`src/rtl/wb_wport_arbiter_pkg.sv`:
```
// Writeback write-port arbiter: shared bus widths, field offsets
// and the unpacked request record used by the arbiter.
package wb_wport_arbiter_pkg;

  localparam int ME_WB_BUS_W = 70;
  localparam int DIV_BUS_W   = 69;
  localparam int WB_RF_BUS_W = 38;

  localparam int PC_W   = 32;
  localparam int REG_W  = 5;
  localparam int DATA_W = 32;

  localparam int ME_PC_LSB  = 38;
  localparam int ME_WE_BIT  = 37;
  localparam int DIV_PC_LSB = 37;
  localparam int DEST_LSB   = 32;
  localparam int DATA_LSB   = 0;

  typedef struct packed {
    logic [PC_W-1:0]   pc;
    logic              we;
    logic [REG_W-1:0]  dest;
    logic [DATA_W-1:0] data;
  } wb_req_t;

  function automatic wb_req_t me_unpack(
    input logic [ME_WB_BUS_W-1:0] b
  );
    wb_req_t r;
    r.pc   = b[ME_PC_LSB +: PC_W];
    r.we   = b[ME_WE_BIT];
    r.dest = b[DEST_LSB +: REG_W];
    r.data = b[DATA_LSB +: DATA_W];
    return r;
  endfunction

  // The divider only completes register-writing ops.
  function automatic wb_req_t div_unpack(
    input logic [DIV_BUS_W-1:0] b
  );
    wb_req_t r;
    r.pc   = b[DIV_PC_LSB +: PC_W];
    r.we   = 1'b1;
    r.dest = b[DEST_LSB +: REG_W];
    r.data = b[DATA_LSB +: DATA_W];
    return r;
  endfunction

endpackage

```
`src/rtl/wb_wport_arbiter_if.sv`:
```
// Writeback port bundle: pipe and divider requests in,
// register-file write bus and debug trace out.
interface wb_wport_arbiter_if;
  import wb_wport_arbiter_pkg::*;

  logic                   ME_to_WB_Valid;
  logic [ME_WB_BUS_W-1:0] ME_to_WB_Bus;
  logic                   WB_Allow_in;
  logic                   DIV_Valid;
  logic [DIV_BUS_W-1:0]   DIV_Bus;
  logic                   DIV_Ready;
  logic [WB_RF_BUS_W-1:0] WB_to_RF_Bus;
  logic [REG_W-1:0]       WB_dest;
  logic [PC_W-1:0]        debug_wb_pc;
  logic [3:0]             debug_wb_rf_we;
  logic [REG_W-1:0]       debug_wb_rf_wnum;
  logic [DATA_W-1:0]      debug_wb_rf_wdata;

  modport master (
    output ME_to_WB_Valid,
    output ME_to_WB_Bus,
    output DIV_Valid,
    output DIV_Bus,
    input  WB_Allow_in,
    input  DIV_Ready,
    input  WB_to_RF_Bus,
    input  WB_dest,
    input  debug_wb_pc,
    input  debug_wb_rf_we,
    input  debug_wb_rf_wnum,
    input  debug_wb_rf_wdata
  );

  modport slave (
    input  ME_to_WB_Valid,
    input  ME_to_WB_Bus,
    input  DIV_Valid,
    input  DIV_Bus,
    output WB_Allow_in,
    output DIV_Ready,
    output WB_to_RF_Bus,
    output WB_dest,
    output debug_wb_pc,
    output debug_wb_rf_we,
    output debug_wb_rf_wnum,
    output debug_wb_rf_wdata
  );

endinterface

```
`src/rtl/wb_wport_arbiter_grant_ctl.sv`:
```
// Write-port grant: pipe priority, WAW ordering for the
// older divider result, and a starvation override.
module wport_grant_ctl
  import wb_wport_arbiter_pkg::*;
#(
  parameter int STARVE_LIMIT = 4,
  parameter int CNT_W        = 3
) (
  input  logic             clk,
  input  logic             reset,
  input  logic             pipe_valid,
  input  logic [REG_W-1:0] pipe_dest,
  input  logic             div_valid,
  input  logic [REG_W-1:0] div_dest,
  output logic             pipe_grant,
  output logic             div_grant
);

  localparam logic [CNT_W-1:0] LIMIT = CNT_W'(STARVE_LIMIT);

  logic [CNT_W-1:0] starve_cnt;
  logic             starved;
  logic             waw;

  always_comb begin
    starved    = (starve_cnt >= LIMIT);
    waw        = (div_dest == pipe_dest) &&
                 (pipe_dest != '0);
    div_grant  = !reset && div_valid &&
                 (!pipe_valid || starved || waw);
    pipe_grant = !reset && pipe_valid && !div_grant;
  end

  always_ff @(posedge clk) begin
    if (reset) begin
      starve_cnt <= '0;
    end else if (div_grant || !div_valid) begin
      starve_cnt <= '0;
    end else if (!starved) begin
      starve_cnt <= starve_cnt + 1'b1;
    end
  end

endmodule

```
`src/rtl/wb_wport_arbiter.sv`:
```
// Writeback register-file write port shared by the in-order
// pipe and the divider; one registered write per cycle.
module wb_wport_arbiter
  import wb_wport_arbiter_pkg::*;
#(
  parameter int STARVE_LIMIT = 4,
  parameter int CNT_W        = 3
) (
  input  logic               clk,
  input  logic               reset,
  wb_wport_arbiter_if.slave  wb
);

  wb_req_t pipe_req;
  wb_req_t div_req;
  wb_req_t sel_req;
  wb_req_t out_q;
  logic    out_valid;
  logic    pipe_grant;
  logic    div_grant;
  logic    any_grant;
  logic    rf_we;

  assign pipe_req = me_unpack(wb.ME_to_WB_Bus);
  assign div_req  = div_unpack(wb.DIV_Bus);

  wport_grant_ctl #(
    .STARVE_LIMIT (STARVE_LIMIT),
    .CNT_W        (CNT_W)
  ) u_grant (
    .clk        (clk),
    .reset      (reset),
    .pipe_valid (wb.ME_to_WB_Valid),
    .pipe_dest  (pipe_req.dest),
    .div_valid  (wb.DIV_Valid),
    .div_dest   (div_req.dest),
    .pipe_grant (pipe_grant),
    .div_grant  (div_grant)
  );

  always_comb begin
    any_grant = pipe_grant || div_grant;
    sel_req   = div_grant ? div_req : pipe_req;
  end

  // Payload holds between grants; only out_valid gates the write.
  always_ff @(posedge clk) begin
    if (reset) begin
      out_valid <= 1'b0;
      out_q     <= '0;
    end else begin
      out_valid <= any_grant;
      if (any_grant) begin
        out_q <= sel_req;
      end
    end
  end

  assign rf_we = out_valid && out_q.we &&
                 (out_q.dest != '0);

  assign wb.WB_Allow_in       = !reset && !div_grant;
  assign wb.DIV_Ready         = div_grant;
  assign wb.WB_to_RF_Bus      = {rf_we, out_q.dest,
                                 out_q.data};
  assign wb.WB_dest           = out_valid ? out_q.dest
                                          : '0;
  assign wb.debug_wb_pc       = out_q.pc;
  assign wb.debug_wb_rf_we    = {4{rf_we}};
  assign wb.debug_wb_rf_wnum  = out_q.dest;
  assign wb.debug_wb_rf_wdata = out_q.data;

endmodule

```
`src/flat_wrapper.sv`:
```
// flat-port wrapper written by rule: the top's interface ports become plain ports
module wb_wport_arbiter_flat import wb_wport_arbiter_pkg::*;
#(
  parameter int STARVE_LIMIT = 4,
  parameter int CNT_W        = 3
)
  (clk, reset, wb_ME_to_WB_Valid, wb_ME_to_WB_Bus, wb_DIV_Valid, wb_DIV_Bus, wb_WB_Allow_in, wb_DIV_Ready, wb_WB_to_RF_Bus, wb_WB_dest, wb_debug_wb_pc, wb_debug_wb_rf_we, wb_debug_wb_rf_wnum, wb_debug_wb_rf_wdata);
  wb_wport_arbiter_if wb_i ();
  input  logic clk;
  input  logic reset;
  input wire logic [$bits(wb_i.ME_to_WB_Valid)-1:0] wb_ME_to_WB_Valid;
  input wire logic [$bits(wb_i.ME_to_WB_Bus)-1:0] wb_ME_to_WB_Bus;
  input wire logic [$bits(wb_i.DIV_Valid)-1:0] wb_DIV_Valid;
  input wire logic [$bits(wb_i.DIV_Bus)-1:0] wb_DIV_Bus;
  output wire logic [$bits(wb_i.WB_Allow_in)-1:0] wb_WB_Allow_in;
  output wire logic [$bits(wb_i.DIV_Ready)-1:0] wb_DIV_Ready;
  output wire logic [$bits(wb_i.WB_to_RF_Bus)-1:0] wb_WB_to_RF_Bus;
  output wire logic [$bits(wb_i.WB_dest)-1:0] wb_WB_dest;
  output wire logic [$bits(wb_i.debug_wb_pc)-1:0] wb_debug_wb_pc;
  output wire logic [$bits(wb_i.debug_wb_rf_we)-1:0] wb_debug_wb_rf_we;
  output wire logic [$bits(wb_i.debug_wb_rf_wnum)-1:0] wb_debug_wb_rf_wnum;
  output wire logic [$bits(wb_i.debug_wb_rf_wdata)-1:0] wb_debug_wb_rf_wdata;
  assign wb_i.ME_to_WB_Valid = wb_ME_to_WB_Valid;
  assign wb_i.ME_to_WB_Bus = wb_ME_to_WB_Bus;
  assign wb_i.DIV_Valid = wb_DIV_Valid;
  assign wb_i.DIV_Bus = wb_DIV_Bus;
  assign wb_WB_Allow_in = wb_i.WB_Allow_in;
  assign wb_DIV_Ready = wb_i.DIV_Ready;
  assign wb_WB_to_RF_Bus = wb_i.WB_to_RF_Bus;
  assign wb_WB_dest = wb_i.WB_dest;
  assign wb_debug_wb_pc = wb_i.debug_wb_pc;
  assign wb_debug_wb_rf_we = wb_i.debug_wb_rf_we;
  assign wb_debug_wb_rf_wnum = wb_i.debug_wb_rf_wnum;
  assign wb_debug_wb_rf_wdata = wb_i.debug_wb_rf_wdata;
  wb_wport_arbiter #(.STARVE_LIMIT(STARVE_LIMIT), .CNT_W(CNT_W)) u_core (.clk(clk), .reset(reset), .wb(wb_i));
endmodule
```
`config.mk`:
```
export PLATFORM = sky130hd
export DESIGN_NAME = wb_wport_arbiter_flat
export DESIGN_NICKNAME = d
export VERILOG_FILES = /design/src/rtl/wb_wport_arbiter_pkg.sv /design/src/rtl/wb_wport_arbiter_if.sv /design/src/rtl/wb_wport_arbiter_grant_ctl.sv /design/src/rtl/wb_wport_arbiter.sv /design/src/flat_wrapper.sv
export SDC_FILE = /design/constraint.sdc
export NUM_CORES = 1
export LEC_CHECK = 0
export ABC_AREA = 0
export CAP_MARGIN = 20
export CORE_MARGIN = 2
export CORE_UTILIZATION = 35
export CTS_CLUSTER_SIZE = 12
export DETAILED_ROUTE_END_ITERATION = 7
export HOLD_SLACK_MARGIN = 0.03
export PLACE_DENSITY = 0.8
export SLEW_MARGIN = 20
export SYNTH_ARGS = -nofsm -noshare
export SYNTH_HDL_FRONTEND = slang
export SYNTH_SLANG_ARGS = --single-unit
```
`constraint.sdc`:
```
create_clock -name clk -period 2.2 [get_ports clk]
set_clock_uncertainty 0.2 [all_clocks]
set_input_delay 0.33 -clock clk [delete_from_list [all_inputs] [get_ports clk]]
set_output_delay 0.33 -clock clk [all_outputs]
set_load 0.03 [all_outputs]
```
-- Word-level counts from Yosys, hierarchy flattened
Index checks and enable logic that the tools add are counted.
- $add $sub $neg: 1
- $lt $le $gt $ge: 1
- equal/unequal tests: 1
- mux-type cells: 2
- reductions and logical operators: 19
- operators by type and width (kind ; number):
    $mux 70 ; 1
    $reduce_bool 5->1 ; 2
    $logic_and 1x1->1 ; 8
    $eq 5x5->1 ; 1
    $mux 5 ; 1
    $logic_not 1->1 ; 4
    $logic_or 1x1->1 ; 4
    $add 3x1->3 const B ; 1
    $ge 3x3->1 const B ; 1
    $reduce_or 2->1 ; 1
- flip-flop bits (word level): 74
- bits of input ports: 143
- output and inout port bits: 118

-- Depth between registers and ports, before layout
- depth after elaboration: 7
- gate-level depth with buffers: 8
- depth with buffers taken out: 5

-- Hierarchy
Synthesis repeated with hierarchy kept, for this count alone.
- cell total of the unflattened synthesis: 461
- area, all modules: 4435.5 µm²
- modules (own cells, without submodules) (module ; instances ; cells an instance ; area each (µm²) ; seq. area each (µm²)):
    wb_wport_arbiter ; 1 ; 433 ; 4199.0 ; 1421.4
    wport_grant_ctl ; 1 ; 28 ; 236.5 ; 60.1

-- Least setup slack after synthesis
Ideal clock, no wire load.
- path kind: input -> output
- start point: in wb_ME_to_WB_Bus[32]
- end point: out wb_WB_Allow_in
- arrival: 2117 ps
- slack: -447 ps
- cell stages on the path: 7
- path buffers: 2
- cell sequence: or4_4 a211oi_2 or3_1 buf_2 buf_6 inv_2 nor2_1
- longest elaborated chain between the ends: 6
- elaborated cells on any way between the ends: 7
- those cells by class: eq/ne: 1; reduce/logical: 6
- RTL lines (element ; RTL line ; text):
    from (decl) ; flat_wrapper.sv:12 ; input wire logic [$bits(wb_i.ME_to_WB_Bus)-1:0] wb_ME_to_WB_Bus;
    $eq 5x5->1 / $reduce_bool 5->1 (equally long branches) ; wb_wport_arbiter_grant_ctl.sv:27, wb_wport_arbiter_grant_ctl.sv:28 ;
    $logic_and 1x1->1 * ; wb_wport_arbiter_grant_ctl.sv:27 ; waw = (div_dest == pipe_dest) &&
    $logic_or 1x1->1 * ; wb_wport_arbiter_grant_ctl.sv:30 ; (!pipe_valid || starved || waw);
    $logic_and 1x1->1 * ; wb_wport_arbiter_grant_ctl.sv:29 ; div_grant = !reset && div_valid &&
    net wb_DIV_Ready ; flat_wrapper.sv:16 ; output wire logic [$bits(wb_i.DIV_Ready)-1:0] wb_DIV_Ready;
    $logic_not 1->1 * ; wb_wport_arbiter.sv:62 ; assign wb.WB_Allow_in = !reset && !div_grant;
    $logic_and 1x1->1 * ; wb_wport_arbiter.sv:62 ;
    to (decl) ; flat_wrapper.sv:15 ; output wire logic [$bits(wb_i.WB_Allow_in)-1:0] wb_WB_Allow_in;
The timed path passes the listed nets; every way through them passes the cells marked *.

-- Worst setup path in the final report
- start point: in wb_ME_to_WB_Bus[35]
- end point: out wb_WB_Allow_in
- longest elaborated chain between the ends: 6
- elaborated cells on any way between the ends: 7
- those cells by class: eq/ne: 1; reduce/logical: 6
- RTL lines (element ; RTL line):
    $eq 5x5->1 / $reduce_bool 5->1 (equally long branches) ; wb_wport_arbiter_grant_ctl.sv:27, wb_wport_arbiter_grant_ctl.sv:28
    $logic_and 1x1->1 * ; wb_wport_arbiter_grant_ctl.sv:27
    $logic_or 1x1->1 * ; wb_wport_arbiter_grant_ctl.sv:30
    $logic_and 1x1->1 * ; wb_wport_arbiter_grant_ctl.sv:29
    $logic_not 1->1 * ; wb_wport_arbiter.sv:62
    $logic_and 1x1->1 * ; wb_wport_arbiter.sv:62
Every way passes the cells marked *; elsewhere a longest branch is shown, timed or not.

==> reports/metrics.csv <==
stage,metric,value,unit
route,wl_per_cell,18.0,microns
clock_tree,h-tree-depth,3,
route,wl_met2,7410,microns
route,top_layer,met5,
synthesis,ys.flop_type,dfxtp_1,
synthesis,avgSynthCellArea,9.41,sq um
setup_path,ff2ff_path_depth,6,
clock_tree,cts_tree,done,
synthesis,ys_types,27,
floorplanning,die_h,117,microns
synthesis,netlist_top_cells_count,"buf_4, dfxtp_1, mux2i_1",
synthesis,synth_edf_count,0,
floorplanning,start_util,35.6,%
layout,area_growth,55.3,%
route,via_per_inst,5.17,
worst_hold_path,hold_depth,3,
pwr,internal_power,0.00322,W
setup_path,path_class,in2out,
clock_tree,clock_path_buffers,2,
sta,finalMaxSlewViolations,0,
setup_path,r2r-start,u_core.u_grant.starve_cnt[2],
synthesis,netlist_top_cells_area,"dfxtp_1, buf_4, mux2i_1",
clock_tree,cts_buffers,9,
global_routing,grt_pass1_wl,21500,microns
global_routing,grt.total_usage,20.2,%
global_routing,grt_max_degree,73,
sta,final-setup-viol-count,0,
run,cap_violations,0,
floorplanning,ios,261,
route,dr_total_vias,4155,
clock_tree,root_buffer,clkbuf_16,
pwr,p_leak,2.65,nW
place,place_congestion,0.786,
pwr,pwr-share-seq,33.1,%
pwr,swShare,29.9,%
pwr,power.switching,0.00137,W
pwr,finalPower,0.00460,W
sta,worstMarginPinSlew,0.847,ns
worst_hold_path,min_to,u_core.wb.debug_wb_rf_wnum[2],
worst_hold_path,hold_start,wb_ME_to_WB_Bus[34],
floorplanning,rows,41,
synthesis,syn-num-nets,621,
floorplanning,core_region_area,12600,sq um
synthesis,synthesis.area,4480,sq um
setup_path,cp_data_required_time,1.67,ns
pwr,vdd_drop_max,0.307,mV
synthesis,netlist_instances,476,
route,met3_length,1050,microns
setup_path,startpoint_type,input port,
sta,period_needed,2.19,ns
synthesis,async_reset_ff_share,0,%
floorplanning,die-area,13700,sq um
route,final_antenna_net_count,0,
sta,fin_crit_sh,99.6,%
sta,fmax,0.456,GHz
setup_path,r2r_slack,0.14,ns
place,dp_hpwl,10200,microns
place,place_area,6560,sq um
place,portBuffers,260,
global_routing,gr-total-overflow,0,
clock_tree,clock_latency,0.33,ns
global_routing,grt_pass1_vias,4130,
synthesis,synth_largest_area_cell,dfxtp_1,
setup_path,crit_fanout,3,
sta,rsz0062_at_grt,yes,
layout,drive_gt1_share,14.7,%
synthesis,synth_seq_area_share,33.1,%
setup_path,r2r_end,u_core.wb.debug_wb_pc[11],
route,drc,0,
clock_tree,clk_pin_slew,0.06,ns
synthesis,yosysWarningCount,0,
route,wirelength,14400,microns
route,wl_met1,5660,microns
global_routing,antenna_found_initial,2,
synthesis,synth.most_common_cell,buf_4,
pwr,combPwrFrac,30.7,%
route,first_iter_violations,291,
pwr,power.density,661,nW/um^2
layout,final_area,6960,sq um
sta,hold_viol,0,
sta,slew_headroom,43.5,%
synthesis,yosys_register_bits,74,
worst_hold_path,holdCritPathClass,in2reg,
pwr,clkPwrFrac,36.2,%
floorplanning,die_w,117,microns
synthesis,synth_top_area_share,33.1,%
route,drt_first_pass_iters,4,
layout,fin_nets,771,
status,status,finished clean,
setup_path,worstSetupEndpointType,primary output,
clock_tree,cts_sinks,74,
setup_path,arrival,1.66,ns
clock_tree,cts-hold-fix-buffers,0,
==> cells in the final DEF, fill, tap and decap left out, types with 3 or more instances in the layout <==
| master | instances |
|---|---|
| a211oi_1 | 59 |
| a211oi_2 | 10 |
| and2_1 | 5 |
| buf_12 | 4 |
| buf_2 | 8 |
| buf_4 | 32 |
| buf_6 | 4 |
| clkbuf_16 | 9 |
| clkbuf_2 | 4 |
| clkbuf_8 | 3 |
| clkdlybuf4s50_1 | 240 |
| dfxtp_1 | 74 |
| mux2i_1 | 71 |
| nor2_1 | 3 |
| nor3_1 | 3 |
| nor4_1 | 69 |
| xnor2_2 | 4 |
==> state kept, by name (all words and copies together), names as in the netlist <==
signal and count:
u_core.wb.debug_wb_pc 32, u_core.wb.debug_wb_rf_wdata 32, u_core.wb.debug_wb_rf_wnum 5, u_core.u_grant.starve_cnt 3, u_core.out_q 1, u_core.out_valid 1
==> what timing repair did <==
action | 4_1_cts | 5_1_grt
gates resized for setup | 58 | 15
endpoints found under the setup margin | 76 | 22
pin swaps | 8 | 6
cloned | 0 | 0
buffers inserted | 3 | 3
==> kinds of logic (layout without fill, tap and decap cells) <==
logic type | after synthesis | count (layout) | synth area share [%]
XOR/XNOR | 5 | 5 | 0.978
flip-flops | 74 | 74 | 33.1
adder cells (fa/ha/maj) | 2 | 2 | 0.559
other | 0 | 1 | 0
multiplexers | 71 | 71 | 15.9
buffers and inverters | 160 | 315 | 23.6
AND/OR/NAND/NOR | 89 | 89 | 12.2
AO/OA/AOI/OAI | 75 | 75 | 13.8
==> power groups by stage <==
stage	Combinational, W	Sequential [W]	Clock (W)
CTS	0.00140	0.00152	0.00170
floorplan	0.000913	0.00153	0
global route	0.00149	0.00153	0.00176
finish	0.00141	0.00152	0.00166
detailed placement	0.00139	0.00155	0
global placement	0.00137	0.00154	0
==> final cells by class <==
| class | count | area [sq um] |
|---|---|---|
| clock buffers | 12 | 267 |
| inverters | 3 | 18.8 |
| well taps | 172 | 215 |
| multi-input cells | 242 | 2030 |
| diodes | 1 | 2.50 |
| repair buffers | 296 | 2870 |
| fillers | 1111 | 5610 |
| clock inverters | 4 | 72.6 |
| flip-flops and latches | 74 | 1480 |
==> stage by stage <==
stage / instances / util (%) / TNS, ns / hold WS (ns) / setup slack, ns
4_1_cts: 800 / 55.1 / 0 / 0.191 / 0.00570
5_1_grt: 803 / 55.3 / -0.0223 / 0.200 / -0.0223
3_5_place_dp: 781 / 52.2 / -35.87 / 0.345 / -0.582
2_1_floorplan: 476 / - / -0.181 / 0.251 / -0.181
6_report: 804 / 55.3 / 0 / 0.209 / 0.00837
3_3_place_gp: 781 / 52.2 / -32.67 / 0.327 / -0.493
==> layer usage <==
metal,vias up,track usage [%]
met5,-,0
met4,2,7.37
met3,27,4.58
met2,194,37.3
met1,1971,22.5
li1,1961,-
==> worst max path at each step <==
stage	startpoint	end	depth (start not counted)
global placement	wb_ME_to_WB_Bus[32]	u_core.wb.debug_wb_pc[29]	7
detailed placement	wb_ME_to_WB_Bus[32]	u_core.wb.debug_wb_rf_wdata[3]	7
floorplan	wb_ME_to_WB_Bus[32]	wb_WB_Allow_in	7
finish	wb_ME_to_WB_Bus[35]	wb_WB_Allow_in	7
CTS	wb_ME_to_WB_Bus[33]	wb_WB_Allow_in	7
global route	wb_ME_to_WB_Bus[35]	wb_WB_Allow_in	7
==> critical path, cell delays in order <==
cell and delay (ns):
buf_8 0.10, or4_4 0.55, a211oi_4 0.24, or3_4 0.20, inv_8 0.03, nor2_4 0.07
buf_6 0.14
(Power assumes the default switching activity.)
